--- config.mk ---
export PLATFORM = sky130hd
export DESIGN_NAME = artec_dma_task_sched_flat
export DESIGN_NICKNAME = d
export VERILOG_FILES = /design/src/rtl/artec_dma_task_sched_pkg.sv /design/src/rtl/artec_dma_task_sched_if.sv /design/src/rtl/artec_dma_task_sched_fb_pick.sv /design/src/rtl/artec_dma_task_sched.sv /design/src/flat_wrapper.sv
export SDC_FILE = /design/constraint.sdc
export NUM_CORES = 1
export LEC_CHECK = 0
export ABC_CLOCK_PERIOD_IN_PS = 9000
export CORE_ASPECT_RATIO = 1.75
export CORE_MARGIN = 2
export CORE_UTILIZATION = 52
export DETAILED_ROUTE_END_ITERATION = 6
export GPL_TIMING_DRIVEN = 1
export MAX_ROUTING_LAYER = met4
export PLACE_DENSITY = 0.78
export SYNTH_ARGS = -nofsm -noshare
export SYNTH_HDL_FRONTEND = slang
export SYNTH_HIERARCHICAL = 1
export SYNTH_SLANG_ARGS = --single-unit
--- constraint.sdc ---
create_clock -name clk -period 9 [get_ports clk]
set_input_delay 1.8 -clock clk [delete_from_list [all_inputs] [get_ports clk]]
set_output_delay 1.8 -clock clk [all_outputs]
set_load 0.03 [all_outputs]
--- src/rtl/artec_dma_task_sched_pkg.sv ---
// Shared types and constants for the DMA task scheduler and the header stage.
package artec_dma_task_sched_pkg;

    localparam int PKG_ADDR_W = 32;

    // Byte offsets inside a frame buffer: header first, payload after it.
    localparam logic [31:0] PKG_OFFSET_HEADER = 32'h0000_0000;
    localparam logic [31:0] PKG_OFFSET_DATA   = 32'h0000_0020;

    typedef enum logic [1:0] {
        ST_IDLE   = 2'd0,
        ST_SELECT = 2'd1,
        ST_ISSUE  = 2'd2
    } task_sched_state_t;

    // Task word as consumed by the header/flush stage.
    typedef struct packed {
        logic                  sync;
        logic [15:0]           data_num;
        logic [PKG_ADDR_W-1:0] address;
        logic [2:0]            fnum;
    } sched_task_t;

endpackage

--- src/rtl/artec_dma_task_sched_if.sv ---
// Task handshake bus between the scheduler (master) and the header stage (slave).
interface artec_dma_task_sched_if #(
    parameter int ADDR_W = 32
);
    logic              task_valid_o;
    logic              task_ready_i;
    logic              task_sync_o;
    logic [15:0]       task_data_num_o;
    logic [ADDR_W-1:0] task_address_o;
    logic [2:0]        task_fnum_o;

    modport master (
        output task_valid_o, task_sync_o, task_data_num_o, task_address_o, task_fnum_o,
        input  task_ready_i
    );

    modport slave (
        input  task_valid_o, task_sync_o, task_data_num_o, task_address_o, task_fnum_o,
        output task_ready_i
    );
endinterface

--- src/rtl/artec_dma_task_sched_fb_pick.sv ---
// Rotating first-free search over the frame buffer lock vector.
module artec_dma_task_sched_fb_pick #(
    parameter int FB_NUM = 4
) (
    input  logic [FB_NUM-1:0] lock,
    input  logic [2:0]        start_idx,
    output logic              found,
    output logic [2:0]        idx
);
    logic [7:0] lock8_s;

    assign lock8_s = 8'(lock);

    // Walk start_idx, start_idx+1, ... (mod FB_NUM) and stop at the first unlocked buffer.
    always_comb begin : search
        logic [2:0] cand;
        found = 1'b0;
        idx   = 3'd0;
        cand  = 3'd0;
        for (int k = 0; k < FB_NUM; k++) begin
            cand = 3'((int'(start_idx) + k) % FB_NUM);
            if (!found && !lock8_s[cand]) begin
                found = 1'b1;
                idx   = cand;
            end else begin
                found = found;
            end
        end
    end
endmodule

--- src/rtl/artec_dma_task_sched.sv ---
// Frame-level task scheduler: round-robin buffer pick, burst split, task issue.
module artec_dma_task_sched
    import artec_dma_task_sched_pkg::*;
#(
    parameter int FB_NUM     = 4,
    parameter int ADDR_W     = 32,
    parameter int BURST_MAX  = 256,
    parameter int FRAME_W    = 24,
    parameter int ADDR_SHIFT = 2
) (
    input  logic                     clk,
    input  logic                     rstn,
    input  logic                     start_i,
    input  logic                     stop_i,
    input  logic                     clear_i,
    input  logic [FRAME_W-1:0]       frame_words_i,
    input  logic [FB_NUM*ADDR_W-1:0] fb_addr_i,
    input  logic [FB_NUM-1:0]        fb_lock_i,
    artec_dma_task_sched_if.master   tsk,
    output logic                     busy_o,
    output logic                     overrun_o,
    output logic                     cfg_err_o,
    output logic [31:0]              frame_cnt_o
);
    localparam logic [FRAME_W-1:0] BURST_W   = FRAME_W'(BURST_MAX);
    localparam logic [FRAME_W-1:0] ZERO_W    = {FRAME_W{1'b0}};
    localparam logic [2:0]         LAST_FNUM = 3'(FB_NUM - 1);

    task_sched_state_t  state_r, state_n;
    logic [2:0]         cur_fnum_r, cur_fnum_n;
    logic [FRAME_W-1:0] rem_r, rem_n, offset_r, offset_n, num_s, num_n_s;
    logic [ADDR_W-1:0]  base_r, base_n, pick_base_s;
    logic               stop_pending_r, stop_pending_n;
    logic               overrun_r, overrun_n, cfg_err_r, cfg_err_n;
    logic [31:0]        frame_cnt_r, frame_cnt_n;
    sched_task_t        task_r, task_n;
    logic               valid_r, valid_n, busy_r, busy_n;
    logic               hs_s, pick_found_s;
    logic [2:0]         pick_start_s, pick_idx_s;

    function automatic logic [FRAME_W-1:0] burst_len(input logic [FRAME_W-1:0] rem);
        if (rem > BURST_W) begin
            burst_len = BURST_W;
        end else begin
            burst_len = rem;
        end
    endfunction

    assign hs_s         = valid_r & tsk.task_ready_i;
    assign num_s        = burst_len(rem_r);
    assign pick_start_s = (cur_fnum_r >= LAST_FNUM) ? 3'd0 : cur_fnum_r + 3'd1;
    assign pick_base_s  = fb_addr_i[int'(pick_idx_s)*ADDR_W +: ADDR_W];

    artec_dma_task_sched_fb_pick #(.FB_NUM(FB_NUM)) u_fb_pick (
        .lock      (fb_lock_i),
        .start_idx (pick_start_s),
        .found     (pick_found_s),
        .idx       (pick_idx_s)
    );

    // FSM state register.
    always_ff @(posedge clk or negedge rstn) begin
        if (!rstn) begin
            state_r <= ST_IDLE;
        end else begin
            state_r <= state_n;
        end
    end

    // FSM next-state decision; clear overrides everything.
    always_comb begin
        state_n = state_r;
        if (clear_i) begin
            state_n = ST_IDLE;
        end else begin
            case (state_r)
                ST_IDLE:   state_n = start_i ? ST_SELECT : ST_IDLE;
                ST_SELECT: begin
                    if (stop_pending_r || (frame_words_i == ZERO_W)) begin
                        state_n = ST_IDLE;
                    end else if (pick_found_s) begin
                        state_n = ST_ISSUE;
                    end else begin
                        state_n = ST_SELECT;
                    end
                end
                ST_ISSUE: begin
                    if (hs_s && task_r.sync) begin
                        state_n = stop_pending_r ? ST_IDLE : ST_SELECT;
                    end else begin
                        state_n = ST_ISSUE;
                    end
                end
                default:   state_n = ST_IDLE;
            endcase
        end
    end

    // Datapath and output next values; task fields are built from the post-edge rem/offset.
    always_comb begin
        cur_fnum_n     = cur_fnum_r;
        rem_n          = rem_r;
        offset_n       = offset_r;
        base_n         = base_r;
        stop_pending_n = stop_pending_r;
        overrun_n      = overrun_r;
        cfg_err_n      = cfg_err_r;
        frame_cnt_n    = frame_cnt_r;
        if (clear_i) begin
            cur_fnum_n     = LAST_FNUM;
            rem_n          = ZERO_W;
            offset_n       = ZERO_W;
            base_n         = {ADDR_W{1'b0}};
            stop_pending_n = 1'b0;
            overrun_n      = 1'b0;
            cfg_err_n      = 1'b0;
            frame_cnt_n    = 32'd0;
        end else begin
            case (state_r)
                ST_SELECT: begin
                    if (stop_pending_r) begin
                        cfg_err_n = cfg_err_r;
                    end else if (frame_words_i == ZERO_W) begin
                        cfg_err_n = 1'b1;
                    end else if (pick_found_s) begin
                        cur_fnum_n = pick_idx_s;
                        rem_n      = frame_words_i;
                        offset_n   = ZERO_W;
                        base_n     = pick_base_s + ADDR_W'(PKG_OFFSET_DATA);
                    end else begin
                        overrun_n = 1'b1;
                    end
                end
                ST_ISSUE: begin
                    if (hs_s) begin
                        rem_n    = rem_r - num_s;
                        offset_n = offset_r + num_s;
                        if (task_r.sync) begin
                            frame_cnt_n = frame_cnt_r + 32'd1;
                        end else begin
                            frame_cnt_n = frame_cnt_r;
                        end
                    end else begin
                        rem_n = rem_r;
                    end
                end
                default: rem_n = rem_r;
            endcase
            if (state_n == ST_IDLE) begin
                stop_pending_n = 1'b0;
            end else if (stop_i) begin
                stop_pending_n = 1'b1;
            end else begin
                stop_pending_n = stop_pending_r;
            end
        end
        valid_n = (state_n == ST_ISSUE);
        busy_n  = (state_n != ST_IDLE);
        num_n_s = burst_len(rem_n);
        if (valid_n) begin
            task_n.sync     = (rem_n <= BURST_W);
            task_n.data_num = 16'(num_n_s);
            task_n.address  = PKG_ADDR_W'(base_n + (ADDR_W'(offset_n) << ADDR_SHIFT));
            task_n.fnum     = cur_fnum_n;
        end else begin
            task_n = {$bits(sched_task_t){1'b0}};
        end
    end

    // Datapath registers and registered outputs.
    always_ff @(posedge clk or negedge rstn) begin
        if (!rstn) begin
            cur_fnum_r     <= LAST_FNUM;
            rem_r          <= ZERO_W;
            offset_r       <= ZERO_W;
            base_r         <= {ADDR_W{1'b0}};
            stop_pending_r <= 1'b0;
            overrun_r      <= 1'b0;
            cfg_err_r      <= 1'b0;
            frame_cnt_r    <= 32'd0;
            task_r         <= {$bits(sched_task_t){1'b0}};
            valid_r        <= 1'b0;
            busy_r         <= 1'b0;
        end else begin
            cur_fnum_r     <= cur_fnum_n;
            rem_r          <= rem_n;
            offset_r       <= offset_n;
            base_r         <= base_n;
            stop_pending_r <= stop_pending_n;
            overrun_r      <= overrun_n;
            cfg_err_r      <= cfg_err_n;
            frame_cnt_r    <= frame_cnt_n;
            task_r         <= task_n;
            valid_r        <= valid_n;
            busy_r         <= busy_n;
        end
    end

    assign tsk.task_valid_o    = valid_r;
    assign tsk.task_sync_o     = task_r.sync;
    assign tsk.task_data_num_o = task_r.data_num;
    assign tsk.task_address_o  = ADDR_W'(task_r.address);
    assign tsk.task_fnum_o     = task_r.fnum;
    assign busy_o              = busy_r;
    assign overrun_o           = overrun_r;
    assign cfg_err_o           = cfg_err_r;
    assign frame_cnt_o         = frame_cnt_r;
endmodule
--- src/flat_wrapper.sv ---
// flat-port wrapper written by rule: the top's interface ports become plain ports
module artec_dma_task_sched_flat import artec_dma_task_sched_pkg::*;
#(
    parameter int FB_NUM     = 4,
    parameter int ADDR_W     = 32,
    parameter int BURST_MAX  = 256,
    parameter int FRAME_W    = 24,
    parameter int ADDR_SHIFT = 2
)
  (clk, rstn, start_i, stop_i, clear_i, frame_words_i, fb_addr_i, fb_lock_i, busy_o, overrun_o, cfg_err_o, frame_cnt_o, tsk_task_valid_o, tsk_task_sync_o, tsk_task_data_num_o, tsk_task_address_o, tsk_task_fnum_o, tsk_task_ready_i);
  artec_dma_task_sched_if #(.ADDR_W(ADDR_W)) tsk_i ();
  input  logic clk;
  input  logic rstn;
  input  logic start_i;
  input  logic stop_i;
  input  logic clear_i;
  input  logic [FRAME_W-1:0] frame_words_i;
  input  logic [FB_NUM*ADDR_W-1:0] fb_addr_i;
  input  logic [FB_NUM-1:0] fb_lock_i;
  output logic busy_o;
  output logic overrun_o;
  output logic cfg_err_o;
  output logic [31:0] frame_cnt_o;
  output wire logic [$bits(tsk_i.task_valid_o)-1:0] tsk_task_valid_o;
  output wire logic [$bits(tsk_i.task_sync_o)-1:0] tsk_task_sync_o;
  output wire logic [$bits(tsk_i.task_data_num_o)-1:0] tsk_task_data_num_o;
  output wire logic [$bits(tsk_i.task_address_o)-1:0] tsk_task_address_o;
  output wire logic [$bits(tsk_i.task_fnum_o)-1:0] tsk_task_fnum_o;
  input wire logic [$bits(tsk_i.task_ready_i)-1:0] tsk_task_ready_i;
  assign tsk_task_valid_o = tsk_i.task_valid_o;
  assign tsk_task_sync_o = tsk_i.task_sync_o;
  assign tsk_task_data_num_o = tsk_i.task_data_num_o;
  assign tsk_task_address_o = tsk_i.task_address_o;
  assign tsk_task_fnum_o = tsk_i.task_fnum_o;
  assign tsk_i.task_ready_i = tsk_task_ready_i;
  artec_dma_task_sched #(.FB_NUM(FB_NUM), .ADDR_W(ADDR_W), .BURST_MAX(BURST_MAX), .FRAME_W(FRAME_W), .ADDR_SHIFT(ADDR_SHIFT)) u_core (.clk(clk), .rstn(rstn), .start_i(start_i), .stop_i(stop_i), .clear_i(clear_i), .frame_words_i(frame_words_i), .fb_addr_i(fb_addr_i), .fb_lock_i(fb_lock_i), .tsk(tsk_i), .busy_o(busy_o), .overrun_o(overrun_o), .cfg_err_o(cfg_err_o), .frame_cnt_o(frame_cnt_o));
endmodule
==> metrics.txt <==
# TYPE chip_impl_metric gauge
chip_impl_metric{name="initial_antenna_violation_count",unit=""} 0
chip_impl_metric{name="total_negative_setup_slacks",unit="ps"} 0
chip_impl_metric{name="fp.dieH",unit="µm"} 202.9
chip_impl_metric{name="initial_utilization",unit=""} 0.5303
chip_impl_metric{name="routed_wl",unit="mm"} 36.07
chip_impl_metric{name="finalWeightedCongestion",unit=""} 0.9413
chip_impl_metric{name="yosysWarningCount",unit=""} 6
chip_impl_metric{name="antenna-diode-count",unit=""} 0
chip_impl_metric{name="post_cts_buffers",unit=""} 0
chip_impl_metric{name="track_usage",unit=""} 0.3117
chip_impl_metric{name="port_buffers",unit=""} 249
chip_impl_metric{name="pre_cts_slack",unit="ps"} 931.4
chip_impl_metric{name="switchingPower",unit="µW"} 580.9
chip_impl_metric{name="crit_path_max_fanout",unit=""} 13
chip_impl_metric{name="maxCapViolCount",unit=""} 0
chip_impl_metric{name="worst_pin_slew",unit="ps"} 1042
chip_impl_metric{name="timing.final.setup_violations",unit=""} 0
chip_impl_metric{name="drive_gt1_frac",unit=""} 0.07255
chip_impl_metric{name="hold_viol_final",unit=""} 0
chip_impl_metric{name="share_comb_of_total_power",unit=""} 0.213
chip_impl_metric{name="postSynthCellCount",unit=""} 1276
chip_impl_metric{name="dpl.hpwl",unit="mm"} 27.87
chip_impl_metric{name="internal_power",unit="mW"} 1.351
chip_impl_metric{name="critPathMaxStageDelay",unit="ps"} 740
chip_impl_metric{name="grt_pass1_wl",unit="mm"} 57.32
chip_impl_metric{name="irDropWorstVdd",unit="mV"} 0.1455
chip_impl_info{name="ordered_list_of_cells_on_the_worst_path",value="clkdlybuf4s50_1 > nor2b_1 > a211oi_1 > a221oi_4 > nand2b_1 > o22ai_1 > ha_1 > nand4_1 > or4b_1 > nor2_1 > xor2_1 > a211oi_1 > ha_1 > and4_1 > and3_1 > a2111o_1 > a311oi_1 > o21bai_1 > a21oi_1 > xor2_1 > nor2_1"} 1
chip_impl_metric{name="proportion_of_power_drawn_by_the_clock_network",unit=""} 0.366
chip_impl_metric{name="path_depth",unit=""} 21
chip_impl_metric{name="design.final.nets",unit=""} 1738
chip_impl_info{name="layout.cells.most_common",value="sky130_fd_sc_hd__clkdlybuf4s50_1"} 1
chip_impl_metric{name="synthesis.area",unit="mm²"} 0.01175
chip_impl_metric{name="via_count_of_the_first_global_routing_pass",unit=""} 11660
chip_impl_info{name="layout_common_cells",value="247 x sky130_fd_sc_hd__clkdlybuf4s50_1, 172 x sky130_fd_sc_hd__dfrtp_1, 157 x sky130_fd_sc_hd__nor2_1, 106 x sky130_fd_sc_hd__nand2_1, 66 x sky130_fd_sc_hd__a21oi_1"} 1
chip_impl_metric{name="design.portCount",unit=""} 250
chip_impl_metric{name="seqPwrFrac",unit=""} 0.421
chip_impl_metric{name="relative_slew_margins",unit=""} 0.3009
chip_impl_metric{name="worstPathBufferInverterCount",unit=""} 1
chip_impl_metric{name="regArea",unit="mm²"} 0.004357
chip_impl_metric{name="groute.layer.met2.usage",unit=""} 0.5741
chip_impl_info{name="rsz0062_at_grt",value="no"} 1
chip_impl_info{name="cts_root_buf",value="sky130_fd_sc_hd__clkbuf_16"} 1
chip_impl_info{name="critical-path-top-delay-family",value="compound AO/OA/AOI/OAI gates"} 1
chip_impl_metric{name="power_switching_share",unit=""} 0.3007
chip_impl_metric{name="grt_start_max_net_pins",unit=""} 95
chip_impl_metric{name="die_width",unit="µm"} 117.6
chip_impl_metric{name="area_delta_synth_final",unit="%"} 28.77
chip_impl_metric{name="floorplan.die_area",unit="mm²"} 0.02386
chip_impl_metric{name="ff2ff_path_depth",unit=""} 23
chip_impl_metric{name="max_freq",unit="GHz"} 0.1315
chip_impl_metric{name="routed_via_density",unit=""} 6.161
chip_impl_info{name="critPathLaunchType",value="primary input"} 1
chip_impl_metric{name="total_of_fill_cells_in_the_finished_design",unit=""} 1836
chip_impl_metric{name="fin_skew",unit="ps"} 6.556
chip_impl_info{name="cts_tree",value="built"} 1
chip_impl_metric{name="clock_insertion_delay_at_the_later_pin_of_the_skew_report",unit="ps"} 440
chip_impl_metric{name="via_count",unit=""} 11250
chip_impl_metric{name="coreArea",unit="mm²"} 0.02216
chip_impl_info{name="critical-path-slowest-cell",value="sky130_fd_sc_hd__a221oi_4"} 1
chip_impl_metric{name="report.final.slew_viol_count",unit=""} 0
chip_impl_metric{name="multi_input_area",unit="mm²"} 0.007108
chip_impl_metric{name="post_dp_cell_area",unit="mm²"} 0.01457
chip_impl_metric{name="final_period_minus_worst_setup_slack",unit="ps"} 7604
chip_impl_metric{name="fin_crit_sh",unit=""} 0.8449
chip_impl_metric{name="post_cts_clock_slew_at_the_launch_and_capture_registers_of_the_worst_setup_and_hold_paths",unit="ps"} 70
chip_impl_metric{name="global_routing_met1_resource_utilization",unit=""} 0.2995
chip_impl_metric{name="post_drt_wl_per_cell",unit="µm"} 19.75
chip_impl_metric{name="static-leakage-power",unit="nW"} 6.460
chip_impl_metric{name="worst-endpoint-arrival",unit="ps"} 7920
chip_impl_metric{name="detail_route.drc_violations",unit=""} 0
chip_impl_info{name="run_status",value="complete, no violations"} 1
chip_impl_metric{name="synth_area_per_cell",unit="µm²"} 9.209
chip_impl_metric{name="clock-sinks",unit=""} 174
chip_impl_metric{name="cellPowerDensity",unit="mW/mm²"} 127.7
chip_impl_metric{name="hold-path-cell-count",unit=""} 2
chip_impl_metric{name="iteration_count_of_the_initial_detailed_routing_pass",unit=""} 5
chip_impl_metric{name="rows",unit=""} 72
chip_impl_metric{name="h-tree-depth",unit=""} 4
chip_impl_info{name="grt_busiest_layer",value="met2"} 1
chip_impl_metric{name="postLayoutCellArea",unit="mm²"} 0.01513
chip_impl_metric{name="numCtsBuffers",unit=""} 17
chip_impl_info{name="hold_class",value="register to register"} 1
chip_impl_info{name="cp-end-kind",value="register"} 1
chip_impl_metric{name="cp.required",unit="ps"} 9310
chip_impl_metric{name="clockBufferDepth",unit=""} 2
chip_impl_metric{name="globalRouteOverflowTotal",unit=""} 0
chip_impl_metric{name="post_cts_resized",unit=""} 0
chip_impl_metric{name="use_met3",unit=""} 0.03596
chip_impl_metric{name="layout_setup_ws",unit="ps"} 1396
chip_impl_metric{name="drt_iter0_markers",unit=""} 803
chip_impl_info{name="timing.setup.critical_path_class",value="primary input to register"} 1
chip_impl_metric{name="cts.hold.buffers_added",unit=""} 0
chip_impl_metric{name="detail-route-antenna-nets",unit=""} 0
[power by group through the flow]
stage               clock [mW]  combinational (mW)  sequential (mW)
floorplan                    0               0.229            0.830
global placement             0               0.399            0.826
detailed placement           0               0.405            0.827
CTS                      0.718               0.407            0.812
global route             0.746               0.443            0.814
finish                   0.708               0.411            0.813
[area by class of cell]
class | count | area share
clock buffer | 19 | 0.02993
clock inverter | 13 | 0.007028
multi-input combinational | 1027 | 0.4697
inverter | 33 | 0.008186
timing repair buffer | 264 | 0.1727
tap | 296 | 0.02447
sequential | 174 | 0.2879
[state kept, by name, indices dropped and copies added, names as in the netlist]
signal / count
u_core/base_r: 32
u_core/tsk.task_sync_o: 1
u_core/tsk.task_fnum_o: 3
u_core/busy_o: 1
u_core/cfg_err_o: 1
u_core/offset_r: 24
u_core/tsk.task_data_num_o: 16
u_core/tsk.task_address_o: 32
u_core/frame_cnt_o: 32
u_core/overrun_o: 1
u_core/state_r: 2
u_core/stop_pending_r: 1
u_core/rem_r: 24
u_core/tsk.task_valid_o: 1
u_core/cur_fnum_r: 3
[worst min-delay path: stages, from the launching register on]
cell,delay (ps)
sky130_fd_sc_hd__dfrtp_1,360
sky130_fd_sc_hd__nand2_1,50
sky130_fd_sc_hd__a21oi_1,70
[metal layers]
| layer | up-vias | routed length (µm) |
|---|---|---|
| li1 | 5181 | - |
| met1 | 5403 | 12220 |
| met2 | 507 | 19660 |
| met3 | 159 | 1592 |
| met4 | 0 | 2604 |
| met5 | - | 0 |
[final timing paths]
check / to / from / slack, ps
min in group asynchronous: u_core/frame_cnt_o[14] / rstn / 1380
worst min register to register: u_core/base_r[2] / u_core/base_r[2] / 530
worst max register to register: u_core/tsk.task_address_o[24] / u_core/cur_fnum_r[0] / 1840
worst min-delay path: u_core/base_r[2] / u_core/base_r[2] / 530
max in group asynchronous: u_core/cur_fnum_r[1] / rstn / 6640
worst max-delay path: u_core/tsk.task_address_o[24] / fb_lock_i[0] / 1400
[metrics by stage]
step	hold slack, ps	utilization	total power [mW]	cells
global route	559.0	0.6828	2.003	1826
finish	533.8	0.6828	1.932	1826
detailed placement	513.5	0.6574	1.232	1793
CTS	530.3	0.6826	1.937	1825
floorplan	482.0	-	1.060	1297
global placement	506.5	0.6574	1.225	1793
Note: power is estimated with default switching activity, not from simulation.
